`src/rtl/line_cmd_issuer_pkg.sv`:
```
// +------------------------------------------------------------------+
// | line_cmd_issuer_pkg: register map, status layout, FSM, cmd fields |
// | rev 1.0                                                           |
// +------------------------------------------------------------------+
`default_nettype none

package line_cmd_issuer_pkg;

    localparam logic [2:0] ADDR_X0     = 3'd0;
    localparam logic [2:0] ADDR_Y0     = 3'd1;
    localparam logic [2:0] ADDR_X1     = 3'd2;
    localparam logic [2:0] ADDR_Y1     = 3'd3;
    localparam logic [2:0] ADDR_COLOR  = 3'd4;
    localparam logic [2:0] ADDR_CMD    = 3'd5;
    localparam logic [2:0] ADDR_STATUS = 3'd6;

    localparam int STAT_BUSY    = 0;
    localparam int STAT_EMPTY   = 1;
    localparam int STAT_FULL    = 2;
    localparam int STAT_OVF     = 3;
    localparam int STAT_CNT_LSB = 4;
    localparam int STAT_CNT_W   = 4;

    typedef enum logic [1:0] {
        ST_IDLE = 2'd0,
        ST_REQ  = 2'd1,
        ST_WAIT = 2'd2
    } state_t;

    localparam int FLD_X0    = 0;
    localparam int FLD_Y0    = 1;
    localparam int FLD_X1    = 2;
    localparam int FLD_Y1    = 3;
    localparam int FLD_COLOR = 4;

    function automatic int cmd_width(input int cw, input int colw);
        return 4 * cw + colw;
    endfunction

    // Packed word is {x0, y0, x1, y1, color}, colour in the LSBs.
    function automatic int cmd_field_lsb(input int fld, input int cw, input int colw);
        return (fld == FLD_COLOR) ? 0 : colw + (3 - fld) * cw;
    endfunction

endpackage

`default_nettype wire

```
`src/rtl/line_cmd_issuer_cmd_fifo.sv`:
```
// +------------------------------------------------------------------+
// | cmd_fifo: synchronous show-ahead FIFO with exact occupancy count  |
// | rev 1.0                                                           |
// +------------------------------------------------------------------+
`default_nettype none

module cmd_fifo #(
    parameter int DEPTH = 4,
    parameter int WIDTH = 39
) (
    input  logic                     clock,
    input  logic                     resetN,
    input  logic                     push,
    input  logic                     pop,
    input  logic [WIDTH-1:0]         din,
    output logic [WIDTH-1:0]         dout,
    output logic                     full,
    output logic                     empty,
    output logic [$clog2(DEPTH):0]   count
);

    localparam int AW = $clog2(DEPTH);

    logic [WIDTH-1:0] mem [DEPTH];
    logic [AW-1:0]    wr_ptr;
    logic [AW-1:0]    rd_ptr;
    logic             push_ok;
    logic             pop_ok;

    // A push into a full FIFO is legal when the head leaves in the same cycle.
    assign push_ok = push && (!full || pop);
    assign pop_ok  = pop && !empty;
    assign full    = (count == (AW+1)'(DEPTH));
    assign empty   = (count == '0);
    assign dout    = mem[rd_ptr];

    always_ff @(posedge clock) begin
        if (push_ok) begin
            mem[wr_ptr] <= din;
        end
    end

    always_ff @(posedge clock) begin
        if (!resetN) begin
            wr_ptr <= '0;
            rd_ptr <= '0;
            count  <= '0;
        end else begin
            if (push_ok) begin
                wr_ptr <= wr_ptr + 1'b1;
            end
            if (pop_ok) begin
                rd_ptr <= rd_ptr + 1'b1;
            end
            count <= count + (AW+1)'(push_ok) - (AW+1)'(pop_ok);
        end
    end

endmodule

`default_nettype wire

```
`src/rtl/line_cmd_issuer.sv`:
```
// +------------------------------------------------------------------+
// | line_cmd_issuer: CPU line-command staging, queueing and issue     |
// | rev 1.0                                                           |
// +------------------------------------------------------------------+
`default_nettype none

module line_cmd_issuer
    import line_cmd_issuer_pkg::*;
#(
    parameter int DEPTH = 4,
    parameter int CW    = 9,
    parameter int COLW  = 3
) (
    input  logic            clock,
    input  logic            resetN,
    input  logic            bus_we,
    input  logic            bus_re,
    input  logic [2:0]      bus_addr,
    input  logic [15:0]     bus_wdata,
    output logic [15:0]     bus_rdata,
    output logic            draw_req,
    output logic [CW-1:0]   draw_x0,
    output logic [CW-1:0]   draw_y0,
    output logic [CW-1:0]   draw_x1,
    output logic [CW-1:0]   draw_y1,
    output logic [COLW-1:0] draw_color,
    input  logic            draw_ack,
    input  logic            draw_done,
    output logic            idle
);

    localparam int CMDW   = cmd_width(CW, COLW);
    localparam int CNTW   = $clog2(DEPTH) + 1;
    localparam int X0_LSB = cmd_field_lsb(FLD_X0, CW, COLW);
    localparam int Y0_LSB = cmd_field_lsb(FLD_Y0, CW, COLW);
    localparam int X1_LSB = cmd_field_lsb(FLD_X1, CW, COLW);
    localparam int Y1_LSB = cmd_field_lsb(FLD_Y1, CW, COLW);
    localparam int C_LSB  = cmd_field_lsb(FLD_COLOR, CW, COLW);

    logic [CW-1:0]   x0_q, y0_q, x1_q, y1_q;
    logic [COLW-1:0] color_q;
    logic            overflow;
    state_t          state, state_nx;
    logic [CMDW-1:0] fifo_din, fifo_dout;
    logic            fifo_full, fifo_empty;
    logic [CNTW-1:0] count, count_nx;
    logic            wr_cmd, enq, push, pop;
    logic [15:0]     rd_val;
    logic            unused_wdata;

    assign unused_wdata = ^bus_wdata;

    assign wr_cmd = bus_we && (bus_addr == ADDR_CMD);
    assign enq    = wr_cmd && bus_wdata[0];
    assign pop    = (state == ST_IDLE) && !fifo_empty;
    assign push   = enq && (!fifo_full || pop);

    always_comb begin
        fifo_din                   = '0;
        fifo_din[X0_LSB +: CW]     = x0_q;
        fifo_din[Y0_LSB +: CW]     = y0_q;
        fifo_din[X1_LSB +: CW]     = x1_q;
        fifo_din[Y1_LSB +: CW]     = y1_q;
        fifo_din[C_LSB  +: COLW]   = color_q;
    end

    cmd_fifo #(
        .DEPTH (DEPTH),
        .WIDTH (CMDW)
    ) u_fifo (
        .clock  (clock),
        .resetN (resetN),
        .push   (push),
        .pop    (pop),
        .din    (fifo_din),
        .dout   (fifo_dout),
        .full   (fifo_full),
        .empty  (fifo_empty),
        .count  (count)
    );

    // Chain copies endpoint 1 into endpoint 0; the FIFO sees pre-copy values.
    always_ff @(posedge clock) begin
        if (!resetN) begin
            x0_q    <= '0;
            y0_q    <= '0;
            x1_q    <= '0;
            y1_q    <= '0;
            color_q <= '0;
        end else if (bus_we) begin
            case (bus_addr)
                ADDR_X0:    x0_q    <= bus_wdata[CW-1:0];
                ADDR_Y0:    y0_q    <= bus_wdata[CW-1:0];
                ADDR_X1:    x1_q    <= bus_wdata[CW-1:0];
                ADDR_Y1:    y1_q    <= bus_wdata[CW-1:0];
                ADDR_COLOR: color_q <= bus_wdata[COLW-1:0];
                ADDR_CMD: begin
                    if (bus_wdata[1]) begin
                        x0_q <= x1_q;
                        y0_q <= y1_q;
                    end
                end
                default: ;
            endcase
        end
    end

    always_ff @(posedge clock) begin
        if (!resetN) begin
            overflow <= 1'b0;
        end else if (bus_we && (bus_addr == ADDR_STATUS)) begin
            overflow <= 1'b0;
        end else if (enq && fifo_full && !pop) begin
            overflow <= 1'b1;
        end
    end

    always_comb begin
        rd_val = '0;
        case (bus_addr)
            ADDR_X0:    rd_val[CW-1:0]   = x0_q;
            ADDR_Y0:    rd_val[CW-1:0]   = y0_q;
            ADDR_X1:    rd_val[CW-1:0]   = x1_q;
            ADDR_Y1:    rd_val[CW-1:0]   = y1_q;
            ADDR_COLOR: rd_val[COLW-1:0] = color_q;
            ADDR_STATUS: begin
                rd_val[STAT_BUSY]                      = (state != ST_IDLE);
                rd_val[STAT_EMPTY]                     = fifo_empty;
                rd_val[STAT_FULL]                      = fifo_full;
                rd_val[STAT_OVF]                       = overflow;
                rd_val[STAT_CNT_LSB +: STAT_CNT_W]     = STAT_CNT_W'(count);
            end
            default: ;
        endcase
    end

    always_ff @(posedge clock) begin
        if (!resetN) begin
            bus_rdata <= '0;
        end else if (bus_re) begin
            bus_rdata <= rd_val;
        end
    end

    always_ff @(posedge clock) begin
        if (!resetN) begin
            state <= ST_IDLE;
        end else begin
            state <= state_nx;
        end
    end

    always_comb begin
        state_nx = state;
        case (state)
            ST_IDLE: begin
                if (!fifo_empty) begin
                    state_nx = ST_REQ;
                end
            end
            ST_REQ: begin
                if (draw_ack && draw_done) begin
                    state_nx = ST_IDLE;
                end else if (draw_ack) begin
                    state_nx = ST_WAIT;
                end
            end
            ST_WAIT: begin
                if (draw_done) begin
                    state_nx = ST_IDLE;
                end
            end
            default: state_nx = ST_IDLE;
        endcase
    end

    assign draw_req = (state == ST_REQ);
    assign count_nx = count + CNTW'(push) - CNTW'(pop);

    always_ff @(posedge clock) begin
        if (!resetN) begin
            draw_x0    <= '0;
            draw_y0    <= '0;
            draw_x1    <= '0;
            draw_y1    <= '0;
            draw_color <= '0;
            idle       <= 1'b1;
        end else begin
            if (pop) begin
                draw_x0    <= fifo_dout[X0_LSB +: CW];
                draw_y0    <= fifo_dout[Y0_LSB +: CW];
                draw_x1    <= fifo_dout[X1_LSB +: CW];
                draw_y1    <= fifo_dout[Y1_LSB +: CW];
                draw_color <= fifo_dout[C_LSB  +: COLW];
            end
            idle <= (state_nx == ST_IDLE) && (count_nx == '0);
        end
    end

endmodule

`default_nettype wire

```
`config.mk`:
```
export PLATFORM = sky130hd
export DESIGN_NAME = line_cmd_issuer
export DESIGN_NICKNAME = d
export VERILOG_FILES = /design/src/rtl/line_cmd_issuer_pkg.sv /design/src/rtl/line_cmd_issuer_cmd_fifo.sv /design/src/rtl/line_cmd_issuer.sv
export SDC_FILE = /design/constraint.sdc
export NUM_CORES = 1
export LEC_CHECK = 0
export BUFFER_PORTS_ARGS = -buffer_cell sky130_fd_sc_hd__buf_2
export CORE_AREA = 10 10 169 171
export CTS_CLUSTER_DIAMETER = 80
export DETAILED_ROUTE_END_ITERATION = 10
export DIE_AREA = 0 0 179 181
export REMOVE_ABC_BUFFERS = 1
export SYNTH_ARGS = -nofsm -noshare
export SYNTH_HDL_FRONTEND = slang
export SYNTH_SLANG_ARGS = --single-unit
```
`constraint.sdc`:
```
create_clock -name clock -period 4.1 [get_ports clock]
set_input_delay 0.205 -clock clock [delete_from_list [all_inputs] [get_ports clock]]
set_output_delay 0.205 -clock clock [all_outputs]
set_load 0.01 [all_outputs]
```
After elaboration in Yosys (flattened, before gate mapping)
Memories as Yosys holds them, arrays and structs flattened. A register that Yosys moved wholly into a read port is not among the register bits.
Cells that the tools add are included.
- register bits: 59
- RAM bits: 156
- input port bits: 25
- output and inout port bits: 57
- word-level logic and storage cells: 74
- memories kept: 1
- memory list (memory ; words ; width ; read ports ; clocked after memory_dff ; wr ports ; RTL line ; RTL):
    u_fifo.mem ; 4 ; 39 ; 1 ; 1 ; 1 ; line_cmd_issuer_cmd_fifo.sv:24 ; logic [WIDTH-1:0] mem [DEPTH];
- $add $sub $neg: 6
- equality and inequality tests: 10
- multiplexer cells: 14
- bitwise operators: 1
- reductions and logical operators: 30
- operators with widths (cell ; number):
    9-bit case mux with 2 select lines ; 2
    5-bit case mux with 5 select lines ; 1
    9-bit two-way mux ; 2
    3-bit case mux with 6 select lines ; 1
    3-bit equality test (second input constant) ; 4
    1-bit logical AND ; 11
    3-bit logical NOT ; 3
    2-bit two-way mux ; 4
    3-bit by 1-bit adder with 3-bit output ; 2
    3-bit by 2-bit equality test with 1-bit output (second input constant) ; 2
    2-bit case mux with 3 select lines ; 1
    2-bit AND reduction ; 3
    3-bit AND reduction ; 2
    2-bit nonzero test ; 3
    3-bit by 1-bit subtractor with 3-bit output ; 2
    2-bit by 1-bit adder with 2-bit output (second input constant) ; 2
    1-bit logical NOT ; 4
    2-bit logical NOT ; 2
    1-bit case mux with 4 select lines ; 1
    3-bit by 1-bit equality test with 1-bit output (second input constant) ; 1
    2-bit by 1-bit equality test with 1-bit output (second input constant) ; 1
    2-bit equality test (second input constant) ; 1
    1-bit two-way mux ; 2
    2-bit != test (second input constant) ; 1
    3 further kinds ; 3

Longest topological paths before layout
Gate-level depths: netlist (run 1).
- depth after elaboration: 9
- depth in mapped cells: 10
- mapped depth without buffers: 9

Cells and area by module
A second synthesis (run 1) with hierarchy kept.
- cells, all modules: 729
- area, all modules: 10132.2 um^2
- modules (own cells, without submodules) (module ; instances ; cells an instance ; area an instance (um^2) ; seq. area each (um^2)):
    cmd_fifo ; 1 ; 254 ; 6103.4 ; 4864.7
    line_cmd_issuer ; 1 ; 475 ; 4028.9 ; 1821.7

Least setup slack after synthesis (run 1)
No wires, ideal clock.
- kind: register to register
- from: register u_fifo.count[2]
- to: register idle
- library setup time: 101 ps
- arrival: 2299 ps
- required time: 3999 ps
- setup slack: 1700 ps
- cell stages (with the launch flop): 10
- buffers on the path: 1
- clock period less this slack: 2400 ps
- cell sequence: dfxtp_1 -> or3_4 -> nand2_2 -> inv_2 -> buf_2 -> ha_1 -> inv_1 -> ha_1 -> fa_1 -> o41ai_1
- word-level cells in the longest chain between the ends: 9
- elaborated cells on any way between the ends: 14
- those cells by class: add/sub: 2; eq/ne: 1; mux: 2; reduce/logical: 9
- ends and longest elaborated chain (what ; RTL line ; RTL):
    start, declared ; line_cmd_issuer_cmd_fifo.sv:19 ; output logic [$clog2(DEPTH):0] count
    start signal, assigned ; line_cmd_issuer_cmd_fifo.sv:55 ; count <= count + (AW+1)'(push_ok) - (AW+1)'(pop_ok);
    3-bit logical NOT (*) ; line_cmd_issuer_cmd_fifo.sv:34 ; assign empty = (count == '0);
    1-bit logical NOT (*) ; line_cmd_issuer.sv:55 ; assign pop = (state == ST_IDLE) && !fifo_empty;
    1-bit logical AND (*) ; line_cmd_issuer.sv:55 ;
    via pop ; line_cmd_issuer.sv:47 ; logic wr_cmd, enq, push, pop;
    1-bit logical OR ; line_cmd_issuer.sv:56 ; assign push = enq && (!fifo_full || pop);
    1-bit logical AND ; line_cmd_issuer.sv:56 ;
    3-bit by 1-bit adder with 3-bit output ; line_cmd_issuer.sv:178 ; assign count_nx = count + CNTW'(push) - CNTW'(pop);
    3-bit by 1-bit subtractor with 3-bit output (*) ; line_cmd_issuer.sv:178 ;
    3-bit logical NOT (*) ; line_cmd_issuer.sv:196 ; idle <= (state_nx == ST_IDLE) && (count_nx == '0);
    1-bit logical AND (*) ; line_cmd_issuer.sv:196 ;
    end signal, assigned ; line_cmd_issuer.sv:196 ;
    end, declared ; line_cmd_issuer.sv:29 ; output logic idle
The timed path passes the listed nets; every way through them passes the cells marked *.
A chain may end at the register's enable or synchronous reset.

Worst setup path in the final report (run 1)
- from: register u_fifo.count[2]
- to: register idle
- word-level cells in the longest chain between the ends: 9
- elaborated cells on any way between the ends: 14
- those cells by class: add/sub: 2; eq/ne: 1; mux: 2; reduce/logical: 9
- ends and longest elaborated chain (what ; RTL line):
    3-bit logical NOT ; line_cmd_issuer_cmd_fifo.sv:34
    1-bit logical NOT ; line_cmd_issuer.sv:55
    1-bit logical AND ; line_cmd_issuer.sv:55
    1-bit logical OR ; line_cmd_issuer.sv:56
    1-bit logical AND ; line_cmd_issuer.sv:56
    3-bit by 1-bit adder with 3-bit output ; line_cmd_issuer.sv:178
    3-bit by 1-bit subtractor with 3-bit output ; line_cmd_issuer.sv:178
    3-bit logical NOT ; line_cmd_issuer.sv:196
    1-bit logical AND (*) ; line_cmd_issuer.sv:196
Every way passes the cells marked *; elsewhere a longest branch is shown, timed or not.

==> results of run 1 <==
==> power breakdown <==
group | switching, mW | internal, mW | leakage (nW) | total, mW
sequential | 0.154 | 2.91 | 2.32 | 3.06
clock | 0.958 | 1.44 | 0.423 | 2.39
combinational | 0.785 | 0.589 | 1.35 | 1.37
==> metal layers <==
metal / wire [um] / global-route usage / share of wire
met3: 1130 / 0.0244 / 0.051
met5: 0 / 0 / 0
met2: 10600 / 0.216 / 0.48
met1: 10100 / 0.190 / 0.45
met4: 391 / 0.0301 / 0.018
==> through the flow <==
step,area [um^2],hold slack (ns)
finish,11500,0.00999
detailed placement,10500,0.444
global placement,10500,0.441
floorplan,9660,0.271
CTS,11500,0.00136
global route,11500,0.0484
==> state kept, by name, summed over array words and instances (netlist names) <==
register / cells
u_fifo.mem: 156
x1_q: 9
draw_x0: 9
color_q: 3
y1_q: 9
u_fifo.wr_ptr: 2
u_fifo.rd_ptr: 2
draw_y1: 9
draw_x1: 9
draw_color: 3
u_fifo.count: 3
state: 2
idle: 1
x0_q: 9
draw_y0: 9
overflow: 1
y0_q: 9
bus_rdata: 9
==> path summary, 6_finish.rpt <==
| kind | to | slack [ns] | cells after the start |
|---|---|---|---|
| worst max-delay path | idle$_SDFF_PN1_ | 1.66 | 5 |
| worst min register to register | draw_y1[3]$_SDFFE_PN0P_ | 0.45 | 2 |
| worst max register to register | idle$_SDFF_PN1_ | 1.66 | 5 |
| worst min-delay path | x1_q[0]$_SDFFE_PN0P_ | 0.01 | 3 |
==> cells by family (layout without fill, tap and decap cells) <==
family	after synthesis	count (layout)	synth area share
flip-flops	254	254	0.670
AND/OR/NAND/NOR	219	219	0.0947
AO/OA/AOI/OAI	115	115	0.0735
buffers and inverters	61	152	0.0331
multiplexers	57	57	0.111
adder cells (fa/ha/maj)	8	8	0.0116
XOR/XNOR	6	6	0.00530
other	1	7	0.000378
==> cell usage in the layout (no fill, tap or decap), types with 4 or more instances in the layout <==
cell type      Yosys  routed
mux2_2             5       5
edfxtp_1         156     156
inv_1              9       9
conb_1             1       7
ha_1               6       6
and2_2             0       4
dlygate4sd3_1      0      10
nor2_1            26      26
o21ai_0           11      11
a21oi_1           65      65
nand2b_1           7       7
mux2i_1            9       9
buf_4             13      13
a311oi_1           6       6
clkbuf_16          0      27
mux4_2            42      42
clkinv_2           0       5
clkbuf_1          12       9
a31oi_1            8       8
nor3_1             5       5
nand2_1          146     146
dfxtp_1           98      96
buf_2             16      67
nand3_1           11      11
==> final cells by class <==
type | count | area [um^2]
Clock inverter | 11 | 130
Tap cell | 330 | 413
Sequential cell | 254 | 6650
Multi-Input combinational cell | 412 | 2970
Timing Repair Buffer | 90 | 533
Clock buffer | 38 | 737
Inverter | 13 | 48.8
Fill cell | 2282 | 13600
==> worst reg2reg max path: stages (launching register included) <==
cell      delay [ns]
dfxtp_1         0.41
or3b_1          0.43
o2111a_1        0.36
ha_1            0.27
fa_1            0.47
o41ai_1         0.40
==> repair_timing <==
item                                   in CTS  in global routing
hold buffers                               10                  0
endpoints found under the hold margin      25                  0
buffers inserted                            0                  0
==> flow_summary.toml, run 1 <==
[status]
status = "complete, no violations"

[synthesis]
synth_area_leader_cell = "edfxtp_1"
ys.flop_type = "edfxtp_1"
synthTopCellsByArea = "edfxtp_1 47%, dfxtp_1 20%, mux4_2 9.5%"
synth_seq_area_share = 0.670
avgSynthCellArea_um2 = 13.8
syn_area_mm2 = 0.00992
ys_ff_latch = 254
synth.distinct_cells = 59
synth.most_common_cell = "edfxtp_1"
synthTopCellsByCount = "156 x edfxtp_1, 146 x nand2_1, 98 x dfxtp_1, 65 x a21oi_1, 42 x mux4_2"
async_flop_share = 0
synth_top_area_share = 0.472
ys_warn_count = 0
synth-edff-count = 156
syn_inst = 721

[sta]
slew_headroom = 0.469
final.period_utilization = 0.596
setup_violations = 0
maxSlewViolCount = 0
fin_skew_ns = 0.0133
rsz0062_at_grt = "no"
layout_setup_ws_ns = 1.66
worst_pin_slew_ns = 0.796
hold_viol = 0
period_needed_ns = 2.44
clock.fmax_mhz = 409
setup-tns-final_ns = 0

[clocking]
numCtsBuffers = 27
htree_levels = 1
cts_sinks = 254
path_clk_slew_ns = 0.06
clock_latency_ns = 0.53
root_buffer = "clkbuf_16"
cts_tree = "done"
cts_resized = 0
clock_path_buffers = 3

[worst_setup_path]
slowest_delay_ns = 0.47
crit_path_top_delay_cell = "fa_1"
cp_data_arrival_time_ns = 2.85
crit_path_start = "u_fifo.count[2]$_SDFF_PN0_"
required_ns = 4.51
worstPathCellList = "or3b_1 -> o2111a_1 -> ha_1 -> fa_1 -> o41ai_1"
critPathKind = "reg -> reg"
critPathTopFamily = "compound AO/OA/AOI/OAI gates"
r2r_start = "u_fifo.count[2]$_SDFF_PN0_"
path_max_fanout = 7
path_buf_inv = 0
startpoint_type = "flip-flop"
cp-end-kind = "flip-flop"

[global_route]
overflow = 0
grt_max_degree = 42
grt_pass1_wl_um = 35200
grt_pass1_vias = 6066
grt.total_usage = 0.136
antenna_found_initial = 0

[layout]
nNetsFinal = 831
num_antenna_cells = 0
drive_gt1_frac = 0.229
final_util = 0.459
area_growth_syn_to_layout_pct = 15.8
finalNonFillerCells = 1148

[power_and_ir_drop]
fin_total_pwr_mw = 6.83
irDropWorstVdd_uv = 437
power_leakage_nw = 4.09
power_density_mw_per_mm2 = 594

[routing]
vias_per_cell = 5.19
firstDrtPassIters = 4
drc = 0
ant_nets = 0
vias = 5954
drt_iter0_markers = 480
wire_per_inst_um = 19.4
finalWirelength_um = 22300

[placement]
globalplace.congestion = 0.800
place_ws_ns = 1.50
io_buffers = 67
hpwlAfterDp_um = 14000
dp_cells = 1089

[die]
row_count = 58
io_pins = 82
die-area_mm2 = 0.0324
start_util = 0.396
die_y_um = 181
core-area_mm2 = 0.0250
die_w_um = 179

[job]
maxCapViolCount = 0

[hold_path]
hold_start = "bus_wdata[0]"
hp-class = "in -> reg"
Note: power is estimated with default switching activity, not from simulation.
==> inputs of run 2 (changes only) <==
==> constraint.sdc (replaced) <==
create_clock -name clock -period 2.19 [get_ports clock]
set_input_delay 0.1095 -clock clock [delete_from_list [all_inputs] [get_ports clock]]
set_output_delay 0.1095 -clock clock [all_outputs]
set_load 0.01 [all_outputs]
==> flow_summary.toml, run 2 (synthesis results as in run 1) <==
[worst_setup_path]
path_max_fanout = 3
cp_data_arrival_time_ns = 2.60
crit_path_top_delay_cell = "or3_4"
startpoint_type = "flip-flop"
regToRegSetupSlack_ns = 0.02
cp-end-kind = "flip-flop"
required_ns = 2.62
critPathKind = "reg -> reg"
slowest_delay_ns = 0.40
cpMostUsedCell = "ha_4"
worstPathCellList = "or3_4 -> nand2_4 -> inv_4 -> ha_4 -> inv_2 -> ha_4 -> fa_2 -> xnor2_2 -> o41ai_2"

[sta]
worst_pin_slew_ns = 0.564
fin_skew_ns = 0.0140
clock.fmax_mhz = 461
final.period_utilization = 0.991
rsz0062_at_grt = "yes"
hold_viol = 0
maxSlewViolCount = 0
holdWs_ns = 0.0472
period_needed_ns = 2.17
setup_violations = 0
slew_headroom = 0.623

[clocking]
numCtsBuffers = 26
htree_levels = 1
path_clk_slew_ns = 0.06
cts_sinks = 254
root_buffer = "clkbuf_16"
post_cts_buffers = 0
clock_path_buffers = 3
cts_tree = "done"
clock_latency_ns = 0.53

[die]
die_y_um = 181
row_count = 58
die_w_um = 179
start_util = 0.396
io_pins = 82
core-area_mm2 = 0.0250
die-area_mm2 = 0.0324

[global_route]
overflow = 0
grt.total_usage = 0.136
grt_pass1_wl_um = 34800
grt_pass1_vias = 6157
antenna_found_initial = 0
grt_max_degree = 78

[routing]
wire_per_inst_um = 19.1
drt_iter0_markers = 434
ant_nets = 0
drc = 0
firstDrtPassIters = 5
vias = 6060
vias_per_cell = 5.21
finalWirelength_um = 22300

[placement]
io_buffers = 67
hpwlAfterDp_um = 13600
globalplace.congestion = 0.796

[power_and_ir_drop]
power_leakage_nw = 4.23
power_density_mw_per_mm2 = 1120
fin_total_pwr_mw = 13.3
irDropWorstVdd_uv = 668

[hold_path]
hp-class = "in -> reg"

[job]
maxCapViolCount = 0

[status]
status = "complete, no violations"

[layout]
largest_register_ffs = 156
largest_register = "u_fifo.mem"
mostFrequentLayoutCell = "edfxtp_1"
nNetsFinal = 847
drive_gt1_frac = 0.255
area_growth_syn_to_layout_pct = 19.4
layout_common_cells = "156 x edfxtp_1, 146 x nand2_1, 94 x dfxtp_1"
num_antenna_cells = 0
## run 2: layout make-up
| cell class | instances | area (um^2) |
|---|---|---|
| tap | 330 | 413 |
| timing repair buffer | 107 | 791 |
| inverter | 13 | 51.3 |
| fill | 2229 | 13200 |
| clock inverter | 16 | 215 |
| clock buffer | 32 | 694 |
| sequential | 254 | 6650 |
| multi-input combinational | 412 | 3020 |
## run 2: critical path, delay by kind of cell (launching register included)
kind	cells	cell delay [ns]
adder cells (fa/ha/maj)	3	0.77
AND/OR/NAND/NOR	2	0.48
flip-flops	1	0.32
AO/OA/AOI/OAI	1	0.28
XOR/XNOR	1	0.14
buffers and inverters	2	0.08
## run 2: repair_timing
action / in CTS / in global routing
hold buffers: 14 / 0
gates resized for setup: 1 / 14
pin swaps: 2 / 7
cloned: 0 / 0
endpoints found under the setup margin: 1 / 3
hold endpoints to repair: 45 / 0
## run 2: path summary, 6_finish.rpt
kind                                   start                        end  cells after the start
hold / removal                   bus_addr[0]  bus_rdata[2]$_SDFFE_PN0P_                      4
setup reg to reg  u_fifo.count[0]$_SDFF_PN0_            idle$_SDFF_PN1_                      9
hold reg to reg      draw_y1[8]$_SDFFE_PN0P_    draw_y1[8]$_SDFFE_PN0P_                      2
setup / recovery  u_fifo.count[0]$_SDFF_PN0_            idle$_SDFF_PN1_                      9
## run 2: through the flow
stage	setup TNS (ns)	instance area [um^2]	cells	utilization	setup slack [ns]
6_report	0	11800	1164	0.473	0.0193
2_1_floorplan	-41.17	9660	679	-	-0.744
3_5_place_dp	-0.00782	10700	1102	0.428	-0.00782
5_1_grt	-0.0552	11800	1164	0.473	-0.0552
3_3_place_gp	-0.0223	10700	1102	0.428	-0.0223
4_1_cts	0	11800	1164	0.471	0.0372
## run 2: where the power goes
group	internal [mW]	leakage, nW	switching (mW)	total, mW
Sequential	5.44	2.32	0.224	5.66
Clock	2.85	0.441	1.80	4.66
Combinational	1.32	1.47	1.62	2.94
Total	9.61	4.23	3.65	13.3
## run 2: layer usage
metal,GRT usage,wire (um),vias up
li1,-,-,2833
met1,0.186,9910,3043
met5,0,0,-
met4,0.0318,286,0
met2,0.217,10800,159
met3,0.0265,1270,25
==> inputs of run 3 (changes only) <==
--- a/config.mk
+++ b/config.mk
@@ -6,10 +6,11 @@
 export NUM_CORES = 1
 export LEC_CHECK = 0
 export BUFFER_PORTS_ARGS = -buffer_cell sky130_fd_sc_hd__buf_2
-export CORE_AREA = 10 10 169 171
+export CORE_AREA = 10 10 148 150
 export CTS_CLUSTER_DIAMETER = 80
 export DETAILED_ROUTE_END_ITERATION = 10
-export DIE_AREA = 0 0 179 181
+export DIE_AREA = 0 0 158 160
+export PLACE_DENSITY = 0.74
 export REMOVE_ABC_BUFFERS = 1
 export SYNTH_ARGS = -nofsm -noshare
 export SYNTH_HDL_FRONTEND = slang
==> flow_summary.toml, run 3 (synthesis results as in run 1) <==
[worst_setup_path]
r2r-end = "u_fifo.count[2]$_SDFF_PN0_"
crit_path_start = "u_fifo.count[1]$_SDFF_PN0_"
cp-endpoint = "u_fifo.count[2]$_SDFF_PN0_"
required_ns = 2.57
cp_data_arrival_time_ns = 2.54
cp-end-kind = "flip-flop"
r2r_start = "u_fifo.count[1]$_SDFF_PN0_"
regToRegSetupSlack_ns = 0.03
startpoint_type = "flip-flop"
reg2reg_depth = 8
critPathKind = "reg -> reg"
path_max_fanout = 3

[layout]
num_antenna_cells = 0
area_growth_syn_to_layout_pct = 17.5
layout_common_cells = "156 x edfxtp_1, 146 x nand2_1, 95 x dfxtp_1"
nNetsFinal = 845
largest_register = "u_fifo.mem"
drive_gt1_frac = 0.253
final_util = 0.611
mostFrequentLayoutCell = "edfxtp_1"
finalNonFillerCells = 1067
largest_register_ffs = 156

[power_and_ir_drop]
power_density_mw_per_mm2 = 1140
irDropWorstVdd_uv = 648
fin_total_pwr_mw = 13.2
power_leakage_nw = 4.21

[status]
status = "complete, no violations"

[clocking]
htree_levels = 1
clock_latency_ns = 0.50
cts_sinks = 254
numCtsBuffers = 25
clock_path_buffers = 3
root_buffer = "clkbuf_16"
path_clk_slew_ns = 0.07
cts_tree = "done"

[job]
maxCapViolCount = 0

[sta]
fin_skew_ns = 0.00994
final.period_utilization = 0.986
clock.fmax_mhz = 463
period_needed_ns = 2.16
maxSlewViolCount = 0
worst_pin_slew_ns = 0.568
hold_viol = 0
setup-tns-final_ns = 0
slew_headroom = 0.620
setup_violations = 0

[die]
row_count = 51
io_pins = 82
start_util = 0.520
die_w_um = 158
core-area_mm2 = 0.0191
die-area_mm2 = 0.0253
die_y_um = 160

[routing]
drc = 0
drt_iter0_markers = 651
vias_per_cell = 5.90
ant_nets = 0
wire_per_inst_um = 20.8
firstDrtPassIters = 5
vias = 6292
finalWirelength_um = 22200

[global_route]
grt_pass1_vias = 6649
overflow = 0
grt_pass1_wl_um = 35400
grt_max_degree = 42
grt.total_usage = 0.173
antenna_found_initial = 0

[placement]
globalplace.congestion = 0.846
hpwlAfterDp_um = 13600
io_buffers = 67
dp_cells = 1009

[hold_path]
hp-class = "in -> reg"
==> run 3: changes by cell type in the layout (fill, tap and decap cells not counted), moves of 2 or more <==
cell       before  now
buf_12          9    5
buf_4          15   19
clkbuf_1        5    2
bufinv_16       5    7
clkbuf_16      27   25
==> run 3: how the worst min path moves through the flow <==
| stage | from | endpoint | cells after the start |
|---|---|---|---|
| after CTS | bus_we | y0_q[1]$_SDFFE_PN0P_ | 4 |
| after global routing | bus_we | overflow$_SDFFE_PP0P_ | 3 |
| after floorplan | resetN | idle$_SDFF_PN1_ | 1 |
| final | bus_we | y0_q[1]$_SDFFE_PN0P_ | 4 |
| after detailed placement | bus_wdata[3] | x1_q[3]$_SDFFE_PN0P_ | 3 |
| after global placement | bus_wdata[7] | y1_q[7]$_SDFFE_PN0P_ | 3 |
==> run 3: stage by stage <==
stage	hold slack (ns)	cell area, um^2	setup slack [ns]
3_3_place_gp	0.393	10600	0.00572
2_1_floorplan	0.175	9660	-0.744
4_1_cts	0.102	11600	0.0164
5_1_grt	0.135	11700	-0.0187
3_5_place_dp	0.399	10600	-0.0699
6_report	0.129	11700	0.0299
==> run 3: final cells by class <==
type	count	area (um^2)
fill	1387	7430
sequential	254	6650
multi-input combinational	412	3010
inverter	13	51.3
clock inverter	16	262
tap	238	298
timing repair buffer	106	734
clock buffer	28	647
==> run 3: per-layer routing <==
metal	GRT usage	routed length (um)	vias to the layer above	part of all wire
met4	0.0611	537	0	0.024
met5	0	0	-	0
met1	0.217	8930	3163	0.40
li1	-	-	2823	-
met2	0.295	11100	259	0.50
met3	0.0306	1580	47	0.071
==> run 3: repair_timing <==
| item | in CTS | in global routing |
|---|---|---|
| endpoints found under the setup margin | 3 | 3 |
| hold buffers | 13 | 0 |
| endpoints found under the hold margin | 42 | 0 |
| pin swaps | 2 | 7 |
| resized for setup | 3 | 12 |
| buffers inserted | 1 | 0 |
==> run 3: power by group <==
group          switching (mW)  total (mW)  leakage (nW)  internal, mW
clock network            1.74        4.68         0.440          2.95
logic                    1.65        2.91          1.45          1.27
registers               0.206        5.64          2.32          5.44
total                    3.59        13.2          4.21          9.65
==> run 3: critical path, stage by stage (launching register included) <==
cell      delay [ns]
dfxtp_2         0.32
buf_4           0.14
or3b_4          0.38
o2111a_1        0.27
ha_2            0.22
buf_6           0.12
fa_2            0.35
xor2_1          0.18
nor2_1          0.06
